--- src/rtl/mult_pkg.sv ---
// Shared definitions for the sequential shift-and-add multiplier (MULTU unit).
// Holds the operand width, the iteration count and the FSM state encoding.
package mult_pkg;

    // Operand width; the product is twice this. Only 8 is usable because
    // the ripple adder the datapath drives is fixed at 8 bits.
    localparam int WIDTH = 8;

    // One partial product is accumulated per multiplier bit.
    localparam int ITERS = WIDTH;

    // Counter width needed to count ITERS iterations (0 .. ITERS-1).
    localparam int CNT_W = $clog2(ITERS);

    typedef enum logic [1:0] {
        IDLE,
        RUN,
        DONE
    } mult_state_t;

endpackage

--- src/rtl/SomadorCompleto8b.sv ---
// Existing 8-bit ripple-carry adder from the datapath library.
// Produces the 8-bit sum of A and B plus the carry-out of the top bit.
module SomadorCompleto8b (
    input  logic [7:0] A,
    input  logic [7:0] B,
    output logic [7:0] S,
    output logic       Cout
);

    logic carry;

    // Ripple the carry from bit 0 upward, one full-adder stage per bit.
    always_comb begin
        S     = '0;
        carry = 1'b0;
        for (int i = 0; i < 8; i++) begin
            S[i]  = A[i] ^ B[i] ^ carry;
            carry = (A[i] & B[i]) | (carry & (A[i] ^ B[i]));
        end
        Cout = carry;
    end

endmodule

--- src/rtl/multiplicador_seq_8b.sv ---
// Sequential 8x8 unsigned shift-and-add multiplier (MULTU unit).
// A start pulse in IDLE captures a/b; eight RUN iterations accumulate one
// partial product each through SomadorCompleto8b; DONE pulses done for one
// cycle with the registered 16-bit product.
// Optional feature: define MULT_ZERO_BYPASS_EN to skip straight to DONE with
// a zero product when either operand is zero at acceptance.
module multiplicador_seq_8b #(
    parameter int WIDTH = mult_pkg::WIDTH
) (
    input  logic                 clk,
    input  logic                 rst,
    input  logic                 start,
    input  logic [WIDTH-1:0]     a,
    input  logic [WIDTH-1:0]     b,
    output logic                 busy,
    output logic                 done,
    output logic [2*WIDTH-1:0]   product
);

    import mult_pkg::*;

    mult_state_t state;
    mult_state_t next_state;

    // Datapath registers: multiplicand, upper product half (acc) and the
    // multiplier that shifts out to become the lower product half.
    logic [WIDTH-1:0]   mcand;
    logic [WIDTH-1:0]   acc;
    logic [WIDTH-1:0]   mplr;
    logic [CNT_W-1:0]   cnt;

    // Control strobes decoded by the FSM.
    logic               accept;
    logic               last_iter;
    logic               zero_skip;

    // Adder interface and the shifted {acc, mplr} pair for the next step.
    logic [WIDTH-1:0]   addend;
    logic [WIDTH-1:0]   sum;
    logic               carry_out;
    logic [2*WIDTH-1:0] shifted;

`ifdef MULT_ZERO_BYPASS_EN
    assign zero_skip = (a == '0) || (b == '0);
`else
    assign zero_skip = 1'b0;
`endif

    // The partial product is the multiplicand gated by the current LSB of
    // the multiplier; the adder carry-out becomes bit 15 after the shift so
    // no sum bit is ever dropped.
    assign addend  = mplr[0] ? mcand : '0;
    assign shifted = {carry_out, sum, mplr[WIDTH-1:1]};

    SomadorCompleto8b u_adder (
        .A    (acc),
        .B    (addend),
        .S    (sum),
        .Cout (carry_out)
    );

    // State register; reset returns to IDLE and abandons any multiply.
    always_ff @(posedge clk) begin
        if (rst) begin
            state <= IDLE;
        end else begin
            state <= next_state;
        end
    end

    // Next-state decode plus the Moore outputs busy/done and the strobes
    // the datapath uses to load operands and latch the final product.
    always_comb begin
        next_state = state;
        busy       = 1'b0;
        done       = 1'b0;
        accept     = 1'b0;
        last_iter  = 1'b0;
        case (state)
            IDLE: begin
                if (start) begin
                    accept = 1'b1;
                    if (zero_skip) begin
                        next_state = DONE;
                    end else begin
                        next_state = RUN;
                    end
                end
            end
            RUN: begin
                busy = 1'b1;
                if (cnt == CNT_W'(ITERS - 1)) begin
                    last_iter  = 1'b1;
                    next_state = DONE;
                end
            end
            DONE: begin
                done       = 1'b1;
                next_state = IDLE;
            end
            default: begin
                next_state = IDLE;
            end
        endcase
    end

    // Operand capture, one shift-and-add step per RUN cycle, and the
    // product register that only changes when a result is completed (or
    // forced to zero by the bypass), so it holds between multiplies.
    always_ff @(posedge clk) begin
        if (rst) begin
            mcand   <= '0;
            acc     <= '0;
            mplr    <= '0;
            cnt     <= '0;
            product <= '0;
        end else if (accept) begin
            mcand <= a;
            mplr  <= b;
            acc   <= '0;
            cnt   <= '0;
            if (zero_skip) begin
                product <= '0;
            end
        end else if (state == RUN) begin
            {acc, mplr} <= shifted;
            cnt         <= cnt + 1'b1;
            if (last_iter) begin
                product <= shifted;
            end
        end
    end

endmodule

--- config.mk ---
export PLATFORM = sky130hd
export DESIGN_NAME = multiplicador_seq_8b
export DESIGN_NICKNAME = d
export VERILOG_FILES = /design/src/rtl/mult_pkg.sv /design/src/rtl/SomadorCompleto8b.sv /design/src/rtl/multiplicador_seq_8b.sv
export SDC_FILE = /design/constraint.sdc
export NUM_CORES = 1
export LEC_CHECK = 0
export CAP_MARGIN = 30
export CORE_MARGIN = 10
export CORE_UTILIZATION = 54
export DETAILED_ROUTE_END_ITERATION = 10
export PLACE_DENSITY = 0.94
export REMOVE_ABC_BUFFERS = 1
export SYNTH_ARGS = -nofsm -noshare
export SYNTH_HDL_FRONTEND = slang
export SYNTH_SLANG_ARGS = --single-unit
--- constraint.sdc ---
create_clock -name clk -period 5.5 [get_ports clk]
set_clock_uncertainty 0.15 [all_clocks]
set_input_delay 1.1 -clock clk [delete_from_list [all_inputs] [get_ports clk]]
set_output_delay 1.1 -clock clk [all_outputs]
set_load 0.01 [all_outputs]
==> impl_metrics.yaml <==
worst_setup_path:
  cp_top_family: "adder cells"
  required_ns: 5.63
  reg2reg_slack_ns: 1.59
  crit_chain: "and2_1 -> ha_1 -> inv_1 -> fa_1 -> inv_1 -> fa_1 -> fa_1 -> fa_1 -> fa_1 -> fa_1 -> inv_1 -> fa_1 -> a211oi_1"
  reg2reg_to: "acc[6]"
  crit_buf_inv: 3
  cp-start-kind: "register"
  worstSetupPathType: "register to register"
  max_stage_delay_ns: 0.43
  r2r-start: "mplr[0]"
  slowest_stage: "fa_1"
  end_kind: "register"
  reg2reg_depth: 13
  arrival_ns: 4.04
  cp_common_cell: "fa_1"
  crit_fanout: 9
clock_tree:
  clk_latency_ns: 0.38
  root_buffer: "clkbuf_4"
  numCtsBuffers: 5
  htree_levels: 2
  clock_sinks: 45
  clk_path_buf_depth: 2
  cts_tree: "done"
  cts-resized-gates: 0
  hold_buffers: 0
  clk_pin_slew_ns: 0.15
  post-cts-setup-buffer-count: 0
placed_design:
  post-place-cells: 286
  placement.io_buffers: 36
  placed_area_um2: 2240
  dp_hpwl_um: 3060
  gp_congestion: 0.778
routing:
  wl_per_cell_um: 14.8
  viasPerCell: 5.32
  drcViolationCount: 0
  wirelength_um: 4360
  first_pass_iters: 6
  drt_iter0_drc: 193
  ant_nets: 0
  vias: 1565
yosys:
  syn_area_per_cell_um2: 8.76
  synthesis.area_um2: 1890
  ys_warn_count: 0
  ys_ff_latch: 45
  syn_inst: 216
  ys_seq_area_frac: 0.476
  ys_types: 24
grt:
  grt_pass1_wl_um: 7400
  grt_max_degree: 25
  antenna_found_initial: 0
  grt_overflow: 0
  grt_pass1_vias: 1527
  gr-usage-all-layers: 0.149
sta:
  finalSetupViolations: 0
  hold_violations: 0
  setup_tns_ns: 0
  maxSlewViolCount: 0
  fin_crit_sh: 0.711
  tightest_slew_ns: 0.855
  fin_crit_ns: 3.91
  fmax_ghz: 0.256
  hold_ws_ns: 0.314
  slew_headroom: 0.428
  grt_setup_unrepaired: "false"
min_path:
  min_path_cells: 2
  worstHoldStart: "product[3]"
  hold_class: "register to register"
  holdPathEnd: "product[3]"
pwr:
  total_power_uw: 621
  peakVddDrop_v: 0.000195
  p_leak_uw: 0.000858
  p_per_area_nw_per_um2: 267
die:
  chipHeight_um: 79.2
  io_pins: 37
  die_area_um2: 6270
  core_area_um2: 3360
  placementRows: 21
  die_width_um: 79.2
  initial_core_util: 0.563
final_layout:
  post-route-cell-area_um2: 2330
  layout_commonest_cell: "nand2_1"
  final_cell_mix: "58 x nand2_1, 45 x dfxtp_1, 36 x a21oi_1, 36 x clkdlybuf4s50_1, 14 x inv_1"
  syn_to_final_growth_pct: 22.9
  fin_cells: 294
  fillerInstances: 290
  num-nets-final: 276
  antenna_cells: 0
  drive_gt1_frac: 0.0685
run:
  max_cap_violations: 0
run_status:
  outcome: "completed"
cells in the mapped netlist:
cell type  number  area share
nand2_1        58        0.12
dfxtp_1        45        0.48
a21oi_1        36       0.095
inv_1          14       0.028
nor2_1         11       0.022
fa_1            7       0.074
o221a_2         7       0.042
a211oi_1        6       0.024
and2_1          6       0.020
buf_2           4       0.011
clkbuf_1        4      0.0079
ha_1            3       0.020
buf_4           2      0.0079
buf_6           2       0.012
nand2b_1        2      0.0066
and2b_1         1      0.0040
and3b_1         1      0.0046
buf_1           1      0.0020
nand3b_1        1      0.0040
nor3b_2         1      0.0066
o21a_1          1      0.0040
o221a_1         1      0.0059
or3b_1          1      0.0046
xnor2_1         1      0.0046
registers in the layout, indices dropped and copies added (netlist names):
| register | count |
|---|---|
| mplr | 8 |
| acc | 8 |
| cnt | 3 |
| product | 16 |
| mcand | 8 |
| state | 2 |
report_power, final:
group | internal [uW] | total (uW) | switching, uW | leakage (uW)
clock network | 96.3 | 212 | 115 | 0.0000414
registers | 338 | 348 | 10.0 | 0.000367
logic | 29.3 | 61.3 | 32.0 | 0.000450
total | 464 | 621 | 157 | 0.000858
cell type report:
cell class,count,area (um2),share of cell area
Tap cell,46,57.6,0.0247
Clock inverter,3,46.3,0.0199
Sequential cell,45,901,0.387
Inverter,14,52.6,0.0226
Timing Repair Buffer,37,368,0.158
Clock buffer,5,37.5,0.0161
Multi-Input combinational cell,144,863,0.371
how the worst max path moves through the flow:
stage                  from           to  slack [ns]  cells past startpoint
global placement    mplr[0]  product[14]        1.76                     13
detailed placement  mplr[0]       acc[6]        1.63                     13
CTS                 mplr[0]       acc[6]        1.59                     13
finish              mplr[0]       acc[6]        1.59                     13
global route        mplr[0]       acc[6]        1.38                     13
floorplan           mplr[0]       acc[6]        1.86                     13
per-stage QoR:
| stage | worst slack (ns) | util |
|---|---|---|
| 6_report | 1.59 | 0.692 |
| 5_1_grt | 1.38 | 0.692 |
| 4_1_cts | 1.59 | 0.692 |
| 3_5_place_dp | 1.63 | 0.667 |
| 3_3_place_gp | 1.76 | 0.667 |
| 2_1_floorplan | 1.86 | - |
tightest hold or removal path, delay by kind of cell, from the launching register on:
family          cells  cell delay (ns)
flops               1             0.34
simple gates        1             0.05
compound gates      1             0.05
logic make-up (layout without fill, tap and decap cells):
family,Yosys count,in the layout,share of synthesized area
simple gates,82,82,0.187
flops,45,45,0.476
fa+ha+maj,10,10,0.0939
compound gates,51,51,0.171
xor+xnor,1,1,0.00463
buf+inv,27,59,0.0681
routing by layer:
| layer | wire, um | global-route usage | vias to the layer above | part of all wire |
|---|---|---|---|---|
| met5 | 0 | 0 | - | 0 |
| met4 | 89 | 0.0699 | 0 | 0.020 |
| met3 | 305 | 0.0529 | 8 | 0.070 |
| met2 | 2180 | 0.239 | 58 | 0.50 |
| met1 | 1780 | 0.173 | 729 | 0.41 |
| li1 | - | - | 770 | - |
No activity file was read; power rests on OpenSTA's default activity.
